===== src/rtl/router_input_stage_pkg.sv =====
// Shared definitions for the router ingress stage: sideband widths, the
// routing-header TID, default header field offsets and the framing states.
package router_input_stage_pkg;

   localparam int unsigned AXIS_ID_WIDTH   = 4;
   localparam int unsigned AXIS_DEST_WIDTH = 4;
   localparam int unsigned AXIS_USER_WIDTH = 1;

   localparam logic [AXIS_ID_WIDTH-1:0] ROUTING_HEADER = 4'h1;

   localparam int unsigned X_OFFSET_DEFAULT = 0;
   localparam int unsigned Y_OFFSET_DEFAULT = 8;

   typedef enum logic {
      EXP_HDR = 1'b0,
      BODY    = 1'b1
   } framing_state_e;

   // AXI-Stream sideband carried alongside TDATA
   typedef struct packed {
      logic [AXIS_ID_WIDTH-1:0]   tid;
      logic [AXIS_DEST_WIDTH-1:0] tdest;
      logic [AXIS_USER_WIDTH-1:0] tuser;
      logic                       tlast;
   } axis_side_t;

endpackage


===== src/rtl/axis_if.sv =====
// AXI-Stream bundle. m = source side, s = sink side.
interface axis_if #(
   parameter int unsigned DATA_WIDTH = 32,
   parameter int unsigned ID_WIDTH   = router_input_stage_pkg::AXIS_ID_WIDTH,
   parameter int unsigned DEST_WIDTH = router_input_stage_pkg::AXIS_DEST_WIDTH,
   parameter int unsigned USER_WIDTH = router_input_stage_pkg::AXIS_USER_WIDTH
) ();

   logic                  tvalid;
   logic                  tready;
   logic [DATA_WIDTH-1:0] tdata;
   logic [ID_WIDTH-1:0]   tid;
   logic [DEST_WIDTH-1:0] tdest;
   logic [USER_WIDTH-1:0] tuser;
   logic                  tlast;

   modport m (output tvalid, tdata, tid, tdest, tuser, tlast, input tready);
   modport s (input tvalid, tdata, tid, tdest, tuser, tlast, output tready);

endinterface


===== src/rtl/axis_sync_fifo.sv =====
// Synchronous AXI-Stream FIFO with first-word fall-through head.
// Ports:
//   clk, rst_n : clock, async active-low reset (empties the FIFO)
//   in_if      : write side; tready = !full, registered
//   out_if     : read side; tvalid = !empty, head presented combinationally
//   full_o     : registered full flag
//   empty_o    : registered empty flag
module axis_sync_fifo
   import router_input_stage_pkg::*;
#(
   parameter int unsigned DATA_WIDTH = 32,
   parameter int unsigned DEPTH      = 4
) (
   input  logic clk,
   input  logic rst_n,
   axis_if.s    in_if,
   axis_if.m    out_if,
   output logic full_o,
   output logic empty_o
);

   localparam int unsigned AW = $clog2(DEPTH);
   localparam int unsigned PW = AW + 1;

   logic [DATA_WIDTH-1:0] data_mem [DEPTH];
   axis_side_t            side_mem [DEPTH];

   logic [PW-1:0] wr_q, wr_d;
   logic [PW-1:0] rd_q, rd_d;
   logic [PW-1:0] occ_d;
   logic          full_q;
   logic          empty_q;
   logic          push;
   logic          pop;

   assign push  = in_if.tvalid && !full_q;
   assign pop   = out_if.tready && !empty_q;
   assign wr_d  = push ? wr_q + PW'(1) : wr_q;
   assign rd_d  = pop  ? rd_q + PW'(1) : rd_q;
   // Extra pointer MSB makes wr-rd the true occupancy, 0..DEPTH
   assign occ_d = wr_d - rd_d;

   // Pointers and flags; flags registered from next occupancy so tready
   // has no combinational path from the read side
   always_ff @(posedge clk or negedge rst_n) begin
      if (!rst_n) begin
         wr_q    <= '0;
         rd_q    <= '0;
         full_q  <= 1'b0;
         empty_q <= 1'b1;
      end else begin
         wr_q    <= wr_d;
         rd_q    <= rd_d;
         full_q  <= (occ_d == PW'(DEPTH));
         empty_q <= (occ_d == '0);
      end
   end

   // Storage
   always_ff @(posedge clk) begin
      if (push) begin
         data_mem[wr_q[AW-1:0]] <= in_if.tdata;
         side_mem[wr_q[AW-1:0]] <= '{tid:   in_if.tid,
                                     tdest: in_if.tdest,
                                     tuser: in_if.tuser,
                                     tlast: in_if.tlast};
      end
   end

   assign in_if.tready  = !full_q;
   assign out_if.tvalid = !empty_q;
   assign out_if.tdata  = data_mem[rd_q[AW-1:0]];
   assign out_if.tid    = side_mem[rd_q[AW-1:0]].tid;
   assign out_if.tdest  = side_mem[rd_q[AW-1:0]].tdest;
   assign out_if.tuser  = side_mem[rd_q[AW-1:0]].tuser;
   assign out_if.tlast  = side_mem[rd_q[AW-1:0]].tlast;
   assign full_o        = full_q;
   assign empty_o       = empty_q;

endmodule


===== src/rtl/router_input_stage.sv =====
// Router per-port ingress stage: input FIFO, header framing check, target
// coordinate decode and a registered output slice toward the routing stage.
// Ports:
//   clk, rst_n     : clock, async active-low reset
//   in             : AXI-Stream flits from link / local NI
//   out            : AXI-Stream flits to routing stage (registered)
//   target_x/_y    : destination of the packet currently on out
//   protocol_err   : one-cycle pulse on a framing violation
// Optional (ROUTER_INPUT_PMU_EN defined):
//   pkt_cnt, flit_cnt, stall_cnt, drop_cnt : wrapping performance counters
module router_input_stage
   import router_input_stage_pkg::*;
#(
   parameter int unsigned DATA_WIDTH    = 32,
   parameter int unsigned FIFO_DEPTH    = 4,
   parameter int unsigned MAX_ROUTERS_X = 4,
   parameter int unsigned MAX_ROUTERS_Y = 4,
   parameter int unsigned X_OFFSET      = X_OFFSET_DEFAULT,
   parameter int unsigned Y_OFFSET      = Y_OFFSET_DEFAULT,
   localparam int unsigned MAX_ROUTERS_X_WIDTH = $clog2(MAX_ROUTERS_X),
   localparam int unsigned MAX_ROUTERS_Y_WIDTH = $clog2(MAX_ROUTERS_Y)
) (
   input  logic                           clk,
   input  logic                           rst_n,
   axis_if.s                              in,
   axis_if.m                              out,
   output logic [MAX_ROUTERS_X_WIDTH-1:0] target_x,
   output logic [MAX_ROUTERS_Y_WIDTH-1:0] target_y,
   output logic                           protocol_err
`ifdef ROUTER_INPUT_PMU_EN
   ,
   output logic [31:0]                    pkt_cnt,
   output logic [31:0]                    flit_cnt,
   output logic [31:0]                    stall_cnt,
   output logic [15:0]                    drop_cnt
`endif
);

   axis_if #(.DATA_WIDTH(DATA_WIDTH)) head ();

   logic fifo_full_unused;
   logic fifo_empty;

   axis_sync_fifo #(
      .DATA_WIDTH (DATA_WIDTH),
      .DEPTH      (FIFO_DEPTH)
   ) u_fifo (
      .clk     (clk),
      .rst_n   (rst_n),
      .in_if   (in),
      .out_if  (head),
      .full_o  (fifo_full_unused),
      .empty_o (fifo_empty)
   );

   framing_state_e                 state_q;
   logic                           out_vld_q;
   logic [DATA_WIDTH-1:0]          out_data_q;
   axis_side_t                     out_side_q;
   logic [MAX_ROUTERS_X_WIDTH-1:0] tx_q;
   logic [MAX_ROUTERS_Y_WIDTH-1:0] ty_q;
   logic                           err_q;

   logic head_vld;
   logic head_hdr;
   logic slice_free;
   logic drop;
   logic fwd;

   // Head disposition: drop needs no slice space, forward does
   assign head_vld   = !fifo_empty;
   assign head_hdr   = (head.tid == ROUTING_HEADER);
   assign slice_free = !out_vld_q || out.tready;
   assign drop       = head_vld && (state_q == EXP_HDR) && !head_hdr;
   assign fwd        = head_vld && !drop && slice_free;
   assign head.tready = drop || fwd;

   // Framing FSM, output slice and target registers
   always_ff @(posedge clk or negedge rst_n) begin
      if (!rst_n) begin
         state_q    <= EXP_HDR;
         out_vld_q  <= 1'b0;
         out_data_q <= '0;
         out_side_q <= '0;
         tx_q       <= '0;
         ty_q       <= '0;
         err_q      <= 1'b0;
      end else begin
         err_q <= drop || (fwd && (state_q == BODY) && head_hdr);

         if (fwd) begin
            out_vld_q  <= 1'b1;
            out_data_q <= head.tdata;
            out_side_q <= '{tid:   head.tid,
                            tdest: head.tdest,
                            tuser: head.tuser,
                            tlast: head.tlast};
         end else if (out.tready) begin
            out_vld_q <= 1'b0;
         end

         if (fwd) begin
            if (state_q == EXP_HDR) begin
               // Targets move with the header into the slice
               tx_q    <= head.tdata[X_OFFSET +: MAX_ROUTERS_X_WIDTH];
               ty_q    <= head.tdata[Y_OFFSET +: MAX_ROUTERS_Y_WIDTH];
               state_q <= head.tlast ? EXP_HDR : BODY;
            end else if (head.tlast) begin
               state_q <= EXP_HDR;
            end
         end
      end
   end

   assign out.tvalid   = out_vld_q;
   assign out.tdata    = out_data_q;
   assign out.tid      = out_side_q.tid;
   assign out.tdest    = out_side_q.tdest;
   assign out.tuser    = out_side_q.tuser;
   assign out.tlast    = out_side_q.tlast;
   assign target_x     = tx_q;
   assign target_y     = ty_q;
   assign protocol_err = err_q;

`ifdef ROUTER_INPUT_PMU_EN
   logic [31:0] pkt_cnt_q;
   logic [31:0] flit_cnt_q;
   logic [31:0] stall_cnt_q;
   logic [15:0] drop_cnt_q;
   logic        out_hs;

   assign out_hs = out_vld_q && out.tready;

   // Wrapping performance counters
   always_ff @(posedge clk or negedge rst_n) begin
      if (!rst_n) begin
         pkt_cnt_q   <= '0;
         flit_cnt_q  <= '0;
         stall_cnt_q <= '0;
         drop_cnt_q  <= '0;
      end else begin
         if (out_hs && out_side_q.tlast) pkt_cnt_q   <= pkt_cnt_q + 32'd1;
         if (out_hs)                     flit_cnt_q  <= flit_cnt_q + 32'd1;
         if (in.tvalid && !in.tready)    stall_cnt_q <= stall_cnt_q + 32'd1;
         if (drop)                       drop_cnt_q  <= drop_cnt_q + 16'd1;
      end
   end

   assign pkt_cnt   = pkt_cnt_q;
   assign flit_cnt  = flit_cnt_q;
   assign stall_cnt = stall_cnt_q;
   assign drop_cnt  = drop_cnt_q;
`endif

endmodule


===== src/flat_wrapper.sv =====
// flat-port wrapper written by rule: the top's interface ports become plain ports
module router_input_stage_flat import router_input_stage_pkg::*;
#(
   parameter int unsigned DATA_WIDTH    = 32,
   parameter int unsigned FIFO_DEPTH    = 4,
   parameter int unsigned MAX_ROUTERS_X = 4,
   parameter int unsigned MAX_ROUTERS_Y = 4,
   parameter int unsigned X_OFFSET      = X_OFFSET_DEFAULT,
   parameter int unsigned Y_OFFSET      = Y_OFFSET_DEFAULT,
   localparam int unsigned MAX_ROUTERS_X_WIDTH = $clog2(MAX_ROUTERS_X),
   localparam int unsigned MAX_ROUTERS_Y_WIDTH = $clog2(MAX_ROUTERS_Y)
)
  (clk, rst_n, target_x, target_y, protocol_err, in_tvalid, in_tdata, in_tid, in_tdest, in_tuser, in_tlast, in_tready, out_tvalid, out_tdata, out_tid, out_tdest, out_tuser, out_tlast, out_tready);
  axis_if #(.DATA_WIDTH(DATA_WIDTH)) in_i ();
  axis_if #(.DATA_WIDTH(DATA_WIDTH)) out_i ();
  input  logic clk;
  input  logic rst_n;
  output logic [MAX_ROUTERS_X_WIDTH-1:0] target_x;
  output logic [MAX_ROUTERS_Y_WIDTH-1:0] target_y;
  output logic protocol_err;
  input wire logic [$bits(in_i.tvalid)-1:0] in_tvalid;
  input wire logic [$bits(in_i.tdata)-1:0] in_tdata;
  input wire logic [$bits(in_i.tid)-1:0] in_tid;
  input wire logic [$bits(in_i.tdest)-1:0] in_tdest;
  input wire logic [$bits(in_i.tuser)-1:0] in_tuser;
  input wire logic [$bits(in_i.tlast)-1:0] in_tlast;
  output wire logic [$bits(in_i.tready)-1:0] in_tready;
  output wire logic [$bits(out_i.tvalid)-1:0] out_tvalid;
  output wire logic [$bits(out_i.tdata)-1:0] out_tdata;
  output wire logic [$bits(out_i.tid)-1:0] out_tid;
  output wire logic [$bits(out_i.tdest)-1:0] out_tdest;
  output wire logic [$bits(out_i.tuser)-1:0] out_tuser;
  output wire logic [$bits(out_i.tlast)-1:0] out_tlast;
  input wire logic [$bits(out_i.tready)-1:0] out_tready;
  assign in_i.tvalid = in_tvalid;
  assign in_i.tdata = in_tdata;
  assign in_i.tid = in_tid;
  assign in_i.tdest = in_tdest;
  assign in_i.tuser = in_tuser;
  assign in_i.tlast = in_tlast;
  assign in_tready = in_i.tready;
  assign out_tvalid = out_i.tvalid;
  assign out_tdata = out_i.tdata;
  assign out_tid = out_i.tid;
  assign out_tdest = out_i.tdest;
  assign out_tuser = out_i.tuser;
  assign out_tlast = out_i.tlast;
  assign out_i.tready = out_tready;
  router_input_stage #(.DATA_WIDTH(DATA_WIDTH), .FIFO_DEPTH(FIFO_DEPTH), .MAX_ROUTERS_X(MAX_ROUTERS_X), .MAX_ROUTERS_Y(MAX_ROUTERS_Y), .X_OFFSET(X_OFFSET), .Y_OFFSET(Y_OFFSET)) u_core (.clk(clk), .rst_n(rst_n), .in(in_i), .out(out_i), .target_x(target_x), .target_y(target_y), .protocol_err(protocol_err));
endmodule

===== config.mk =====
export PLATFORM = sky130hd
export DESIGN_NAME = router_input_stage_flat
export DESIGN_NICKNAME = d
export VERILOG_FILES = /design/src/rtl/router_input_stage_pkg.sv /design/src/rtl/axis_if.sv /design/src/rtl/axis_sync_fifo.sv /design/src/rtl/router_input_stage.sv /design/src/flat_wrapper.sv
export SDC_FILE = /design/constraint.sdc
export NUM_CORES = 1
export LEC_CHECK = 0
export BUFFER_PORTS_ARGS = -buffer_cell sky130_fd_sc_hd__buf_2
export CAP_MARGIN = 5
export CORE_UTILIZATION = 52
export CTS_CLUSTER_DIAMETER = 100
export DETAILED_ROUTE_END_ITERATION = 6
export PLACE_DENSITY = 0.82
export SLEW_MARGIN = 25
export SYNTH_ARGS = -nofsm -noshare
export SYNTH_HDL_FRONTEND = slang
export SYNTH_SLANG_ARGS = --single-unit

===== constraint.sdc =====
create_clock -name clk -period 3.54 [get_ports clk]
set_clock_uncertainty 0.2 [all_clocks]
set_input_delay 0.354 -clock clk [delete_from_list [all_inputs] [get_ports clk]]
set_output_delay 0.354 -clock clk [all_outputs]
set_load 0.01 [all_outputs]

-- Word-level counts from Yosys, hierarchy flattened
Memories as Yosys holds them, arrays and structs flattened.
Index checks and enable logic that the tools add are counted.
- $add $sub $neg: 3
- multiply operators: 0
- div/mod/pow operators: 0
- order comparisons: 0
- eq/ne operators: 2
- shift-type cells: 0
- multiplexer cells: 7
- bitwise logic cells: 1
- reduce and logical (&&, ||, !) cells: 19
- operator list (cell ; number):
    $logic_and 1x1->1 ; 8
    $add 3x1->3 const B ; 2
    $mux 3 ; 2
    $logic_not 1->1 ; 5
    $mux 1 ; 5
    $eq 4x1->1 const B ; 1
    $eq 3x3->1 const B ; 1
    $logic_not 3->1 ; 1
    $logic_or 1x1->1 ; 3
    $sub 3x3->3 ; 1
    $reduce_and 2->1 ; 1
    $reduce_bool 2->1 ; 1
    $not 1->1 ; 1
- register bits after elaboration: 57
- bits in latches: 0
- bits in writable memories: 168
- ROM bits: 0
- input bits: 46
- output and inout bits: 49
- word-level logic and storage cells: 48
- memories kept: 2
- memory list (memory ; words ; width ; read ports ; clocked after Yosys merged registers in ; wr ports ; RTL line ; RTL):
    u_core.u_fifo.data_mem ; 4 ; 32 ; 1 ; 0 ; 1 ; axis_sync_fifo.sv:25 ; logic [DATA_WIDTH-1:0] data_mem [DEPTH];
    u_core.u_fifo.side_mem ; 4 ; 10 ; 1 ; 0 ; 1 ; axis_sync_fifo.sv:26 ; axis_side_t side_mem [DEPTH];

-- Logic depth before layout (Yosys ltp)
An unclocked memory read counts as a cell.
- word-level depth: 12
- depth in mapped cells: 10
- mapped depth without buffers: 8

-- By module
From an unflattened synthesis, not the netlist that was laid out.
- cells, all modules: 381
- area total of the unflattened synthesis: 8538.2 sq um
- modules (own cells, without submodules) (module ; instances ; cells each ; area each (sq um) ; seq. area each (sq um)):
    axis_sync_fifo ; 1 ; 263 ; 6530.0 ; 5246.3
    router_input_stage ; 1 ; 118 ; 2008.2 ; 1226.2

-- Worst setup path after synthesis
Ideal clock, no wire load.
- kind: register to register
- from: reg u_core.u_fifo.rd_q[0]
- to: reg u_core.u_fifo.full_q, in the netlist u_core.u_fifo.full_o
- library setup time: 0.138 ns
- arrival time: 3.076 ns
- data required time: 3.202 ns
- setup slack: 0.125 ns
- stages on the path, launching flop included: 11
- path buffers: 2
- period minus slack after synthesis: 3.415 ns
- cells stage by stage: dfrtp_1 > buf_6 > mux4_2 > or4b_1 > buf_4 > a21boi_1 > mux2i_1 > ha_1 > nand2_1 > and3b_1 > mux4_2
- longest elaborated chain between the ends: 12
- elaborated cells between the ends (all ways): 13
- classes of those cells: add/sub (2); eq/ne (2); mux (1); reduce/logical (7); memory (1)
- ends and longest elaborated chain (what ; RTL line ; RTL):
    start, declared ; axis_sync_fifo.sv:29 ; logic [PW-1:0] rd_q, rd_d;
    start signal, assigned ; axis_sync_fifo.sv:53 ; rd_q <= rd_d;
    $mem_v2 4x10 ; -- ;
    $eq 4x1->1 ; router_input_stage.sv:72 ; assign head_hdr = (head.tid == ROUTING_HEADER);
    $logic_not 1->1 ; router_input_stage.sv:74 ; assign drop = head_vld && (state_q == EXP_HDR) && !head_hdr;
    $logic_and 1x1->1 ; router_input_stage.sv:74 ;
    $logic_not 1->1 ; router_input_stage.sv:75 ; assign fwd = head_vld && !drop && slice_free;
    $logic_and 1x1->1 (2 in a row) ; router_input_stage.sv:75 ;
    $logic_or 1x1->1 ; router_input_stage.sv:76 ; assign head.tready = drop || fwd;
    $logic_and 1x1->1 ; axis_sync_fifo.sv:37 ; assign pop = out_if.tready && !empty_q;
    $mux 3 * ; axis_sync_fifo.sv:39 ; assign rd_d = pop ? rd_q + PW'(1) : rd_q;
    $sub 3x3->3 * ; axis_sync_fifo.sv:41 ; assign occ_d = wr_d - rd_d;
    $eq 3x3->1 * ; axis_sync_fifo.sv:54 ; full_q <= (occ_d == PW'(DEPTH));
    end signal, assigned ; axis_sync_fifo.sv:54 ;
    end, declared ; axis_sync_fifo.sv:31 ; logic full_q;
Mark *: on every way between the ends. The rest lies on a longest branch, timed or not.
A chain may end at the register's enable or synchronous reset.

-- Final worst setup path
Ends and elaborated chain as after synthesis.

==> flow_summary.json <==
{
  "start_util_pct": 53.4,
  "fp.dieArea_um2": 16800,
  "maxSlewHeadroom_pct": 52.4,
  "synth_nets": 437,
  "synth_top_area_share_pct": 59.5,
  "post_synth_inst_count": 384,
  "maxSlewViolCount": 0,
  "gp_congestion": 0.822,
  "drtIter0Drc": 304,
  "grt_pass1_vias": 4566,
  "multiInputGateArea_um2": 1900,
  "cp.arrival_ns": 3.64,
  "path_max_fanout": 6,
  "tightest_slew_ns": 0.714,
  "cts_root_buf": "clkbuf_16",
  "ys_types": 35,
  "drt_pass1_iterations": 4,
  "clock_sinks": 225,
  "drive_above_1_share_pct": 43.0,
  "routed_wl_um": 15500,
  "vias_per_cell": 5.38,
  "grt_pass1_wl_um": 24600,
  "path_cells": "mux4_2 -> or4b_1 -> a21boi_2 -> mux2i_1 -> ha_1 -> nand2_1 -> and3b_1 -> mux4_2",
  "clk_pin_slew_ns": 0.06,
  "synth_area_leader_cell": "edfxtp_1",
  "coreArea_um2": 15900,
  "grt_antenna_before_repair": 0,
  "cts.htree.levels": 1,
  "status": "finished clean",
  "hp-start": "out_tready",
  "dp_hpwl_um": 9670,
  "vias": 4215,
  "critical_path_class": "flop to flop",
  "hold_path_class": "input port to flop",
  "diodes": 0,
  "async_reset_ff_share_pct": 25.3,
  "grt.total_usage_pct": 19.8,
  "die_width_um": 130,
  "avgSynthCellArea_um2": 22.1,
  "seq_area_um2": 6480,
  "synth-seq-area-share_pct": 76.3,
  "cp_num_buf_inv": 0,
  "rrSetupSlack_ns": 0.07,
  "final_nets": 603,
  "yosysWarnings": 0,
  "r2r_start": "u_core.u_fifo.rd_q[0]",
  "fin_crit_sh_pct": 98.1,
  "cp-end-kind": "flop",
  "rows": 46,
  "synth_edf_count": 168,
  "port_buffers": 94,
  "p_per_area_nw_per_um2": 852,
  "drc_errors": 0,
  "power_uw": 8870,
  "post-route-util_pct": 65.5,
  "synth_seq_cells": 225,
  "drtAntennaViolNets": 0,
  "io-pin-count": 95,
  "area_growth_pct": 22.8,
  "leakage_uw": 0.00387,
  "cpPeakStageDelay_ns": 0.60,
  "max_freq_ghz": 0.288,
  "grt_max_degree": 43,
  "synth_top_flop_cell": "edfxtp_1",
  "cts_tree": "built",
  "synth_area_um2": 8480,
  "wl_per_cell_um": 19.9,
  "holdPathEnd": "u_core.out.tvalid",
  "drv_cap": 0,
  "critical_path.top_delay_family": "multiplexers",
  "cpMostUsedCell": "mux4_2",
  "clk_latency_ns": 0.50,
  "fin_crit_ns": 3.47,
  "start_kind": "flop",
  "numCtsBuffers": 23,
  "cp_slowest_cell": "or4b_1",
  "min_delay_path_depth": 3,
  "fillers": 1130,
  "setup_violations": 0,
  "overflow": 0,
  "die_h_um": 130,
  "vdd_drop_max_uv": 419,
  "final-hold-violation-count": 0,
  "crit_required_ns": 3.71,
  "yosys-top-cells-area": "edfxtp_1 (59%), dfrtp_1 (17%), mux4_2 (12%)",
  "ff2ff_path_depth": 8,
  "r2r_end": "u_core.u_fifo.full_o",
  "cts_max_path_buffers": 3
}
power by group:
part	total (µW)	switching [µW]	internal [µW]
clock network	2160	936	1220
registers	3880	290	3590
logic	2840	1370	1470
total	8870	2590	6280
through the flow:
step | setup TNS, ns | setup WS [ns] | area [µm²] | cells | hold slack [ns]
2_1_floorplan | 0 | 0.125 | 8480 | 384 | -0.142
3_3_place_gp | 0 | 0.137 | 9280 | 695 | 0.244
3_5_place_dp | 0 | 0.0218 | 9280 | 695 | 0.245
4_1_cts | 0 | 0.00542 | 10400 | 780 | 0.0246
5_1_grt | -0.0282 | -0.0181 | 10400 | 783 | 0.0447
6_report | 0 | 0.0690 | 10400 | 783 | 0.0528
layout make-up:
cell class	instances	area share (%)
Clock inverter	11	0.529
Multi-Input combinational cell	137	18.3
Clock buffer	31	5.91
Inverter	6	0.240
Tap cell	216	2.60
Timing Repair Buffer	157	10.2
Sequential cell	225	62.2
timing repair:
| item | CTS | global route |
|---|---|---|
| hold buffers | 43 | 0 |
| resized for setup | 0 | 1 |
| buffers inserted | 0 | 3 |
| setup endpoints to repair | 0 | 2 |
| endpoints found under the hold margin | 194 | 0 |
worst reg2reg max path, cell delays in order (launching register included):
cell      delay (ns)
dfrtp_4         0.48
mux4_2          0.53
or4b_1          0.60
a21boi_2        0.26
mux2i_1         0.22
ha_1            0.24
nand2_1         0.11
and3b_1         0.21
mux4_2          0.47
worst max-delay path by stage:
stage                           from                    to  cells after the start  slack (ns)
2_1_floorplan  u_core.u_fifo.rd_q[0]  u_core.u_fifo.full_o                     10        0.13
3_5_place_dp   u_core.u_fifo.rd_q[0]  u_core.u_fifo.full_o                      8        0.02
3_3_place_gp   u_core.u_fifo.rd_q[0]  u_core.u_fifo.full_o                      8        0.14
4_1_cts        u_core.u_fifo.rd_q[0]  u_core.u_fifo.full_o                      8       0.005
6_report       u_core.u_fifo.rd_q[0]  u_core.u_fifo.full_o                      8        0.07
5_1_grt        u_core.u_fifo.rd_q[0]  u_core.u_fifo.full_o                      8       -0.02
kinds of logic after synthesis:
logic type | share of synthesized area, %
compound gates | 0.915
xor+xnor | 0.413
fa+ha+maj | 1.03
buf+inv | 1.30
flops | 76.3
mux | 18.2
simple gates | 1.79
cells in the final DEF, fill, tap and decap left out, types with 2 or more instances in the layout:
master	synthesis	layout
edfxtp_1	168	168
buf_2	1	94
dfrtp_1	56	54
mux4_2	44	44
dlygate4sd3_1	0	43
mux2_2	41	41
clkbuf_16	0	23
buf_4	5	19
ha_1	7	7
clkbuf_1	9	7
inv_1	6	5
clkinv_1	0	5
and3b_1	4	4
mux2_4	4	4
clkinv_2	0	4
nor2b_1	3	3
xnor2_1	3	3
and2_2	0	3
o21ai_0	3	3
nand2_1	3	3
nor2_1	2	2
or3_1	2	2
a21oi_1	2	2
mux2_1	2	2
sequential cells by signal, indices dropped and copies added (netlist names):
signal / flops
u_core.out.tvalid: 1
u_core.out.tdest: 4
u_core.u_fifo.data_mem: 128
u_core.u_fifo.side_mem: 40
u_core.out.tlast: 1
u_core.target_x: 2
u_core.u_fifo.rd_q: 3
u_core.u_fifo.empty_o: 1
u_core.out.tdata: 32
u_core.u_fifo.wr_q: 3
u_core.out.tuser: 1
u_core.u_fifo.full_o: 1
u_core.protocol_err: 1
u_core.out.tid: 4
u_core.target_y: 2
u_core.state_q: 1
routing by layer:
layer  GRT usage (%)  part of all wire [%]  vias up
met5               0                     0        -
met4            6.29                   2.4        0
met3            4.02                   5.2       29
li1                -                     -     1879
met2            34.4                    52      129
met1            25.4                    41     2178
cells in the mapped netlist (all sizes together) (2+ instances only):
library cell and number:
a21oi 3, and2 4, and3b 4, buf 7
clkbuf 9, dfrtp 56, edfxtp 168, ha 7
inv 6, mux2 47, mux4 44, nand2 3
nor2 2, nor2b 3, o21ai 3, or3 3
xnor2 3
Power figures use the tool's default switching activity.
